===== config.mk =====
export PLATFORM = sky130hd
export DESIGN_NAME = ifu_fetch_ctrl
export DESIGN_NICKNAME = d
export VERILOG_FILES = /design/src/rtl/ifu_fetch_ctrl.sv
export SDC_FILE = /design/constraint.sdc
export NUM_CORES = 1
export LEC_CHECK = 0
export CORE_AREA = 2 2 108 110
export DETAILED_ROUTE_END_ITERATION = 6
export DIE_AREA = 0 0 110 112
export PLACE_DENSITY = 0.82
export SLEW_MARGIN = 20
export SYNTH_ARGS = -nofsm -noshare
export SYNTH_HDL_FRONTEND = slang
export SYNTH_SLANG_ARGS = --single-unit

===== constraint.sdc =====
create_clock -name clk -period 3.4 [get_ports clk]
set_clock_uncertainty 0.15 [all_clocks]
set_input_delay 0.68 -clock clk [delete_from_list [all_inputs] [get_ports clk]]
set_output_delay 0.68 -clock clk [all_outputs]
set_load 0.005 [all_outputs]

===== src/rtl/ifu_fetch_ctrl.sv =====
// Instruction fetch sequencer: drives the PC update path, issues one imem read at a time and
// hands the buffered word to decode. Define IFU_FETCH_PERF_EN to add fetch/stall counters.
//   state | meaning
//   IDLE  | out of reset, latch first fetch address
//   REQ   | imem request presented, waiting for ready
//   WAIT  | request accepted, waiting for response
//   OUT   | instruction buffered, offered to decode
module ifu_fetch_ctrl #(
  parameter int               WIDTH      = 32,
  parameter logic [WIDTH-1:0] START_ADDR = 32'h8000_0000
) (
  input  logic             clk,
  input  logic             rst,
  input  logic [WIDTH-1:0] pc_in,
  output logic             set_pc,
  output logic [WIDTH-1:0] new_pc,
  output logic             imem_req_valid,
  input  logic             imem_req_ready,
  output logic [WIDTH-1:0] imem_req_addr,
  input  logic             imem_rsp_valid,
  input  logic [WIDTH-1:0] imem_rsp_data,
  output logic             inst_valid,
  input  logic             inst_ready,
  output logic [WIDTH-1:0] inst,
  output logic [WIDTH-1:0] inst_pc,
  input  logic             redirect_valid,
  input  logic [WIDTH-1:0] redirect_pc
`ifdef IFU_FETCH_PERF_EN
  ,
  output logic [31:0]      perf_fetch_cnt,
  output logic [31:0]      perf_stall_cnt
`endif
);

  typedef enum logic [1:0] {S_IDLE, S_REQ, S_WAIT, S_OUT} state_e;

  state_e           state_q, state_d;
  logic             discard_q, discard_d;
  logic [WIDTH-1:0] req_addr_q, req_addr_d;
  logic [WIDTH-1:0] inst_q, inst_d;
  logic [WIDTH-1:0] inst_pc_q, inst_pc_d;
  logic [WIDTH-1:0] nxt_pc;
  logic             inst_hs;

  assign imem_req_valid = (state_q == S_REQ);
  assign inst_valid     = (state_q == S_OUT);
  assign imem_req_addr  = req_addr_q;
  assign inst           = inst_q;
  assign inst_pc        = inst_pc_q;
  assign inst_hs        = inst_valid && inst_ready;

  // PC block follows set_pc/new_pc; nxt_pc mirrors the value it will hold after this edge
  always_comb begin
    set_pc = 1'b1;
    new_pc = pc_in;
    if (redirect_valid) begin
      new_pc = redirect_pc;
    end else if (inst_hs) begin
      set_pc = 1'b0;
    end
    nxt_pc = set_pc ? new_pc : pc_in + WIDTH'(4);
  end

  always_comb begin
    state_d    = state_q;
    discard_d  = discard_q;
    req_addr_d = req_addr_q;
    inst_d     = inst_q;
    inst_pc_d  = inst_pc_q;
    case (state_q)
      S_IDLE: begin
        state_d    = S_REQ;
        req_addr_d = nxt_pc;
      end
      S_REQ: begin
        // request cannot be withdrawn, so a redirect here only marks its response stale
        if (redirect_valid) discard_d = 1'b1;
        if (imem_req_ready) state_d = S_WAIT;
      end
      S_WAIT: begin
        if (imem_rsp_valid) begin
          if (discard_q || redirect_valid) begin
            discard_d  = 1'b0;
            state_d    = S_REQ;
            req_addr_d = nxt_pc;
          end else begin
            inst_d    = imem_rsp_data;
            inst_pc_d = req_addr_q;
            state_d   = S_OUT;
          end
        end else if (redirect_valid) begin
          discard_d = 1'b1;
        end
      end
      S_OUT: begin
        if (redirect_valid || inst_ready) begin
          state_d    = S_REQ;
          req_addr_d = nxt_pc;
        end
      end
      default: state_d = S_IDLE;
    endcase
  end

  always_ff @(posedge clk or negedge rst) begin
    if (!rst) begin
      state_q    <= S_IDLE;
      discard_q  <= 1'b0;
      req_addr_q <= START_ADDR;
      inst_q     <= '0;
      inst_pc_q  <= START_ADDR;
    end else begin
      state_q    <= state_d;
      discard_q  <= discard_d;
      req_addr_q <= req_addr_d;
      inst_q     <= inst_d;
      inst_pc_q  <= inst_pc_d;
    end
  end

`ifdef IFU_FETCH_PERF_EN
  logic [31:0] fetch_cnt_q, stall_cnt_q;

  always_ff @(posedge clk or negedge rst) begin
    if (!rst) begin
      fetch_cnt_q <= '0;
      stall_cnt_q <= '0;
    end else begin
      if (inst_hs) fetch_cnt_q <= fetch_cnt_q + 32'd1;
      if (state_q == S_REQ || state_q == S_WAIT) stall_cnt_q <= stall_cnt_q + 32'd1;
    end
  end

  assign perf_fetch_cnt = fetch_cnt_q;
  assign perf_stall_cnt = stall_cnt_q;
`endif

endmodule


==> results_dict.tcl, run 1 <==
set metrics [dict create \
    cts.reportedPaths.clkPinSlew_ps 70 \
    worstHoldPathType "input pin to asynchronous set/reset pin" \
    final.setup.tns_ps 0 \
    overflow 0 \
    cts.root.buffer_cell "clkbuf_16" \
    crit_path_max_fanout 4 \
    fp.dieW_um 110 \
    antennaDiodeCount 0 \
    worstSetupStartpointType "input pin" \
    synth_edf_count 0 \
    layout.filler_cells 854 \
    first_global_vias 4489 \
    ctsHtreeMaxLevel 3 \
    chipHeight_um 112 \
    synth.cell_area_um2 4940 \
    p_total_mw 5.08 \
    timing_hold_violations_final 0 \
    cap_violations 0 \
    postSynthRegisterBits 99 \
    detailedPlace.worstSlack_ps 98.9 \
    grt_first_pass_wirelength_um 22500 \
    drt_pre_antenna_iters 4 \
    place.detailed.instances 796 \
    power_frac_clock_pct 20.7 \
    via_total_after_detailed_routing 4355 \
    routability_congestion_estimate_from_global_placement 0.821 \
    tritoncts_num_sinks 99 \
    power_switching_share_pct 29.7 \
    portBuffers 232 \
    synth_cell_types 41 \
    criticalPathCategory "input pin to output port" \
    final_net_count 771 \
    area_growth_pct 57.7 \
    clockBufferDepth 2 \
    synth.area.top_cells "dfrtp_1, mux2_2, nand2_1, xor2_1, xnor2_1" \
    place.detailed.hpwl_um 10700 \
    cts_tree "yes" \
    detail_route.iter0.violations 194 \
    timing.max_slew.rel_slack_pct 54.6 \
    cts_inserted_buffers 9 \
    die_area_um2 12300 \
    finalWorstSetupSlack_ps 415 \
    synth_warnings 0 \
    average_cell_area_after_synthesis_um2 11.4 \
    timing.final.max_slew_violations 0 \
    most_used_flip_flop_cell_after_synthesis "dfrtp_1" \
    core_area_um2 11200 \
    final.period_utilization_pct 87.8 \
    max_clock_freq_mhz 335 \
    combinationalPowerShare_pct 41.2 \
    globalRouteTotalUtil_pct 23.4 \
    antenna_found_initial 0 \
    core.rowCount 39 \
    grt_max_degree 52 \
    final_layout_size_suffix_gt1_share_pct 20.3 \
    ir_worst_vdd_uv 342 \
    instances_no_fill 812 \
    io_pins 233 \
    timing.final.crit_period_ps 2980 \
    cts_hold_repair.buffers 0 \
    worstSkewPairLatency_ps 340 \
    most_frequent_cells_in_the_layout "clkdlybuf4s50_1, dfrtp_1, mux2_2, nand2_1, nor2_1" \
    synthDominantAreaCellType "dfrtp_1" \
    avgViaCountPerCell 5.36 \
    worstSetupEndpointType "output port" \
    gates_resized_cts_repair 0 \
    fin_hold_ws_ps 217 \
    mostFrequentLayoutCell "clkdlybuf4s50_1" \
    routed_wirelength_um 14300 \
    synth_top_cell_area_share_pct 49.2 \
    synth-async-reset-ratio_pct 100 \
    critical_path_required_ps 2570 \
    antenna_violating_nets_post_route 0 \
    p_leak_nw 3.32 \
    critPathArrivalTime_ps 2150 \
    mapped_nets 540 \
    yosysSeqAreaShare_pct 50.2 \
    internal_power_mw 3.57 \
    netlist_instances 433 \
    seqPwrFrac_pct 38.1 \
    worst_slew_pin_slew_ps 681 \
    report.final.setup_viol 0 \
    drcViolationCount 0 \
    cts_setup_buffers 0 \
    run_status "finished, final reports clean" \
    initial_utilization_pct 44.2 \
    rsz_0062_raised_after_global_routing "false" \
    switching_power_mw 1.51 \
    pwr_density_cell_nw_per_um2 653 \
    wl_per_cell_um 17.6 \
]
## path summary, 6_finish.rpt
kind,from,to,slack [ps],cells past startpoint
worst max-delay path,pc_in[21],new_pc[21],420,4
worst min-delay path,rst,inst[16]$_DFFE_PN0P_,220,1
worst max register to register,state_q[0]$_DFFE_PN0P_,imem_req_addr[28]$_DFFE_PN0P_,890,7
worst min register to register,inst[15]$_DFFE_PN0P_,inst[15]$_DFFE_PN0P_,360,1
max in group asynchronous,rst,inst_pc[31]$_DFFE_PN1P_,2120,2
min in group clk,inst[15]$_DFFE_PN0P_,inst[15]$_DFFE_PN0P_,360,1
## registers in the layout, indices dropped and copies added (netlist names)
name,count
discard_q,1
imem_req_addr,32
inst,32
inst_pc,32
state_q,2
## per-layer routing
| layer | wire, um | part of all wire, % | GRT usage, % |
|---|---|---|---|
| met5 | 0 | 0 | 0 |
| met4 | 236 | 1.6 | 7.59 |
| met3 | 1090 | 7.6 | 4.86 |
| met2 | 7170 | 50 | 40.5 |
| met1 | 5810 | 41 | 28.7 |
## per-stage QoR
stage               util (%)  area [um^2]
global placement        66.9         7470
CTS                     69.7         7790
detailed placement      66.9         7470
floorplan                  -         4940
global route            69.7         7790
finish                  69.7         7790
## power groups by stage
stage          clock (mW)  sequential (mW)  combinational (mW)
3_5_place_dp            0             1.96                2.11
5_1_grt              1.13             2.00                2.28
6_report             1.05             1.94                2.09
3_3_place_gp            0             1.93                2.06
4_1_cts              1.08             1.95                2.12
2_1_floorplan           0             1.94               0.736
## cells in the mapped netlist, types with 2 or more instances
| library cell | count |
|---|---|
| and4_1 | 2 |
| nor3_1 | 8 |
| xor2_1 | 13 |
| nand2_1 | 49 |
| mux2_2 | 94 |
| mux2i_1 | 5 |
| dfstp_2 | 2 |
| inv_1 | 9 |
| dfrtp_1 | 97 |
| ha_1 | 5 |
| or4_1 | 2 |
| nor4_1 | 5 |
| a221o_1 | 4 |
| and3_1 | 5 |
| o21ai_0 | 17 |
| buf_4 | 2 |
| o21ai_1 | 2 |
| nand3_1 | 9 |
| nand4_1 | 7 |
| nor2_1 | 22 |
| o221ai_1 | 9 |
| a21oi_1 | 4 |
| clkbuf_1 | 23 |
| or3_1 | 2 |
| a31oi_1 | 2 |
| mux2_1 | 2 |
| xnor2_1 | 10 |
| o32ai_1 | 2 |
| o31ai_1 | 8 |
## cell type report
type / count / area (um^2) / share of cell area [%]
timing repair buffer: 247 / 2460 / 31.7
multi-input combinational: 297 / 2310 / 29.7
tap: 143 / 179 / 2.30
inverter: 10 / 37.5 / 0.482
clock buffer: 10 / 239 / 3.07
clock inverter: 6 / 73.8 / 0.948
sequential: 99 / 2480 / 31.8
## kinds of logic (layout without fill, tap and decap cells)
family          count (synthesis)  after routing  share of synthesized area (%)
xor+xnor                       23             23                           4.08
flops                          99             99                           50.2
fa+ha+maj                       5              5                           1.27
buf+inv                        37            273                           2.99
simple gates                  117            117                           11.5
compound gates                 51             51                           7.04
mux                           101            101                           22.9
## worst max-delay path, cell delays in order
cell,delay [ps]
clkdlybuf4s50_1,560
inv_1,110
o21ai_0,230
clkdlybuf4s50_1,570
No activity file was read; power rests on OpenSTA's default activity.
==> run 2, diff against run 1 <==
--- a/config.mk
+++ b/config.mk
@@ -6,9 +6,11 @@
 export NUM_CORES = 1
 export LEC_CHECK = 0
 export CORE_AREA = 2 2 108 110
+export CTS_CLUSTER_SIZE = 12
 export DETAILED_ROUTE_END_ITERATION = 6
 export DIE_AREA = 0 0 110 112
 export PLACE_DENSITY = 0.82
+export RECOVER_POWER = 50
 export SLEW_MARGIN = 20
 export SYNTH_ARGS = -nofsm -noshare
 export SYNTH_HDL_FRONTEND = slang
==> results_dict.tcl, run 2 (synthesis gave the netlist of run 1 again) <==
set metrics [dict create \
    run_status "finished, final reports clean" \
    die_area_um2 12300 \
    internal_power_mw 3.48 \
    critical_path_required_ps 2570 \
    area_growth_pct 57.3 \
    most_frequent_cells_in_the_layout "clkdlybuf4s50_1, dfrtp_1, mux2_2, dlygate4sd3_1, nand2_1" \
    worst_hold_path.num_cells 1 \
    chipHeight_um 112 \
    pwr_density_cell_nw_per_um2 640 \
    grt_max_degree 52 \
    cts.root.buffer_cell "clkbuf_16" \
    ir_worst_vdd_uv 334 \
    grt_first_pass_wirelength_um 22500 \
    core.rowCount 39 \
    final.setup.tns_ps 0 \
    timing.final.crit_period_ps 2970 \
    tritoncts_num_sinks 99 \
    criticalPathCategory "input pin to output port" \
    rsz_0062_raised_after_global_routing "false" \
    worstReg2RegStart "state_q[0]$_DFFE_PN0P_" \
    layout.filler_cells 857 \
    mostFrequentLayoutCell "clkdlybuf4s50_1" \
    routability_congestion_estimate_from_global_placement 0.821 \
    drcViolationCount 0 \
    initial_utilization_pct 44.2 \
    final_layout_size_suffix_gt1_share_pct 20.3 \
    switching_power_mw 1.50 \
    wl_per_cell_um 17.6 \
    portBuffers 232 \
    worst_slew_pin_slew_ps 1300 \
    report.final.setup_viol 0 \
    hold_start "inst[15]$_DFFE_PN0P_" \
    cap_violations 0 \
    p_leak_nw 3.48 \
    final.period_utilization_pct 87.4 \
    worstSkewPairLatency_ps 340 \
    via_total_after_detailed_routing 4359 \
    final_net_count 771 \
    clockBufferDepth 2 \
    ctsHtreeMaxLevel 3 \
    timing.final.max_slew_violations 0 \
    worst-r2r-cell-count 7 \
    core_area_um2 11200 \
    detail_route.iter0.violations 211 \
    cts_inserted_buffers 9 \
    place.detailed.hpwl_um 10700 \
    cts.reportedPaths.clkPinSlew_ps 70 \
    power_frac_clock_pct 21.2 \
    crit_path_max_fanout 4 \
    detailedPlace.worstSlack_ps 98.9 \
    drt_pre_antenna_iters 4 \
    setup.reg_to_reg.worst_slack_ps 890 \
    multi_input_area_um2 2310 \
    avgViaCountPerCell 5.37 \
    seqPwrFrac_pct 38.7 \
    routed_wirelength_um 14300 \
    antenna_found_initial 0 \
    critPathArrivalTime_ps 2140 \
    power_switching_share_pct 30.1 \
    overflow 0 \
    first_global_vias 4489 \
    timing.rr.end "imem_req_addr[23]$_DFFE_PN0P_" \
    cts_tree "yes" \
    worstSetupEndpointType "output port" \
    timing.max_slew.rel_slack_pct 13.6 \
    combinationalPowerShare_pct 40.1 \
    timing_hold_violations_final 0 \
    antennaDiodeCount 0 \
    worstSetupStartpointType "input pin" \
    io_pins 233 \
    max_clock_freq_mhz 336 \
    antenna_violating_nets_post_route 0 \
    sequential_cell_area_um2 2480 \
    cts_setup_buffers 0 \
    cts_hold_repair.buffers 0 \
    finalWorstSetupSlack_ps 427 \
    gates_resized_cts_repair 0 \
    fp.dieW_um 110 \
    worstHoldPathType "flop to flop" \
    globalRouteTotalUtil_pct 23.4 \
    worst_hold_path.endpoint "inst[15]$_DFFE_PN0P_" \
]
## run 2: cell types whose count changed in the layout (fill, tap and decap cells not counted)
cell and delta:
buf_12 -1, clkdlybuf4s50_1 -63, dlygate4sd3_1 +63, buf_4 -1, clkbuf_2 +2
## run 2: routing by layer
layer,wire length (um),global-route usage (%)
met4,216,7.59
met5,0,0
met3,1150,4.86
met2,7170,40.5
met1,5750,28.7
## run 2: layout make-up
| type | count | area share [%] |
|---|---|---|
| multi-input cells | 297 | 29.8 |
| repair buffers | 247 | 31.5 |
| clock inverters | 6 | 0.950 |
| well taps | 143 | 2.30 |
| flip-flops and latches | 99 | 31.9 |
| inverters | 10 | 0.483 |
| clock buffers | 10 | 3.08 |
## run 2: worst max-delay path by stage
stage / cells past startpoint / slack, ps / start / to
2_1_floorplan: 7 / 730 / pc_in[2] / imem_req_addr[26]$_DFFE_PN0P_
3_3_place_gp: 7 / 120 / pc_in[2] / imem_req_addr[26]$_DFFE_PN0P_
3_5_place_dp: 7 / 100 / pc_in[3] / imem_req_addr[26]$_DFFE_PN0P_
4_1_cts: 7 / 430 / pc_in[3] / imem_req_addr[26]$_DFFE_PN0P_
5_1_grt: 7 / 350 / pc_in[3] / imem_req_addr[26]$_DFFE_PN0P_
6_report: 4 / 430 / pc_in[21] / new_pc[21]
## run 2: metrics by stage
step	std cells	hold WS [ps]	utilization (%)	total power, mW	instance area, um^2
4_1_cts	812	249	69.7	5.15	7790
5_1_grt	812	364	69.5	5.30	7770
3_5_place_dp	796	345	66.9	4.07	7470
6_report	812	351	69.5	4.98	7770
2_1_floorplan	433	234	-	2.68	4940
3_3_place_gp	796	335	66.9	3.99	7470
## run 2: critical path: stages
cell and delay, ps:
clkdlybuf4s50_1 560, inv_1 110, o21ai_0 220, clkdlybuf4s50_1 570
## run 2: power groups by stage
stage | sequential (mW) | combinational [mW] | clock (mW)
finish | 1.92 | 2.00 | 1.05
CTS | 1.95 | 2.12 | 1.08
floorplan | 1.94 | 0.736 | 0
detailed placement | 1.96 | 2.11 | 0
global placement | 1.93 | 2.06 | 0
global route | 1.99 | 2.18 | 1.13
==> run 3, diff against run 2 <==
--- a/config.mk
+++ b/config.mk
@@ -9,6 +9,7 @@
 export CTS_CLUSTER_SIZE = 12
 export DETAILED_ROUTE_END_ITERATION = 6
 export DIE_AREA = 0 0 110 112
+export GPL_ROUTABILITY_DRIVEN = 0
 export PLACE_DENSITY = 0.82
 export RECOVER_POWER = 50
 export SLEW_MARGIN = 20
==> results of run 3 <==
Final layout, timing and power as in run 2 (identical DEF).
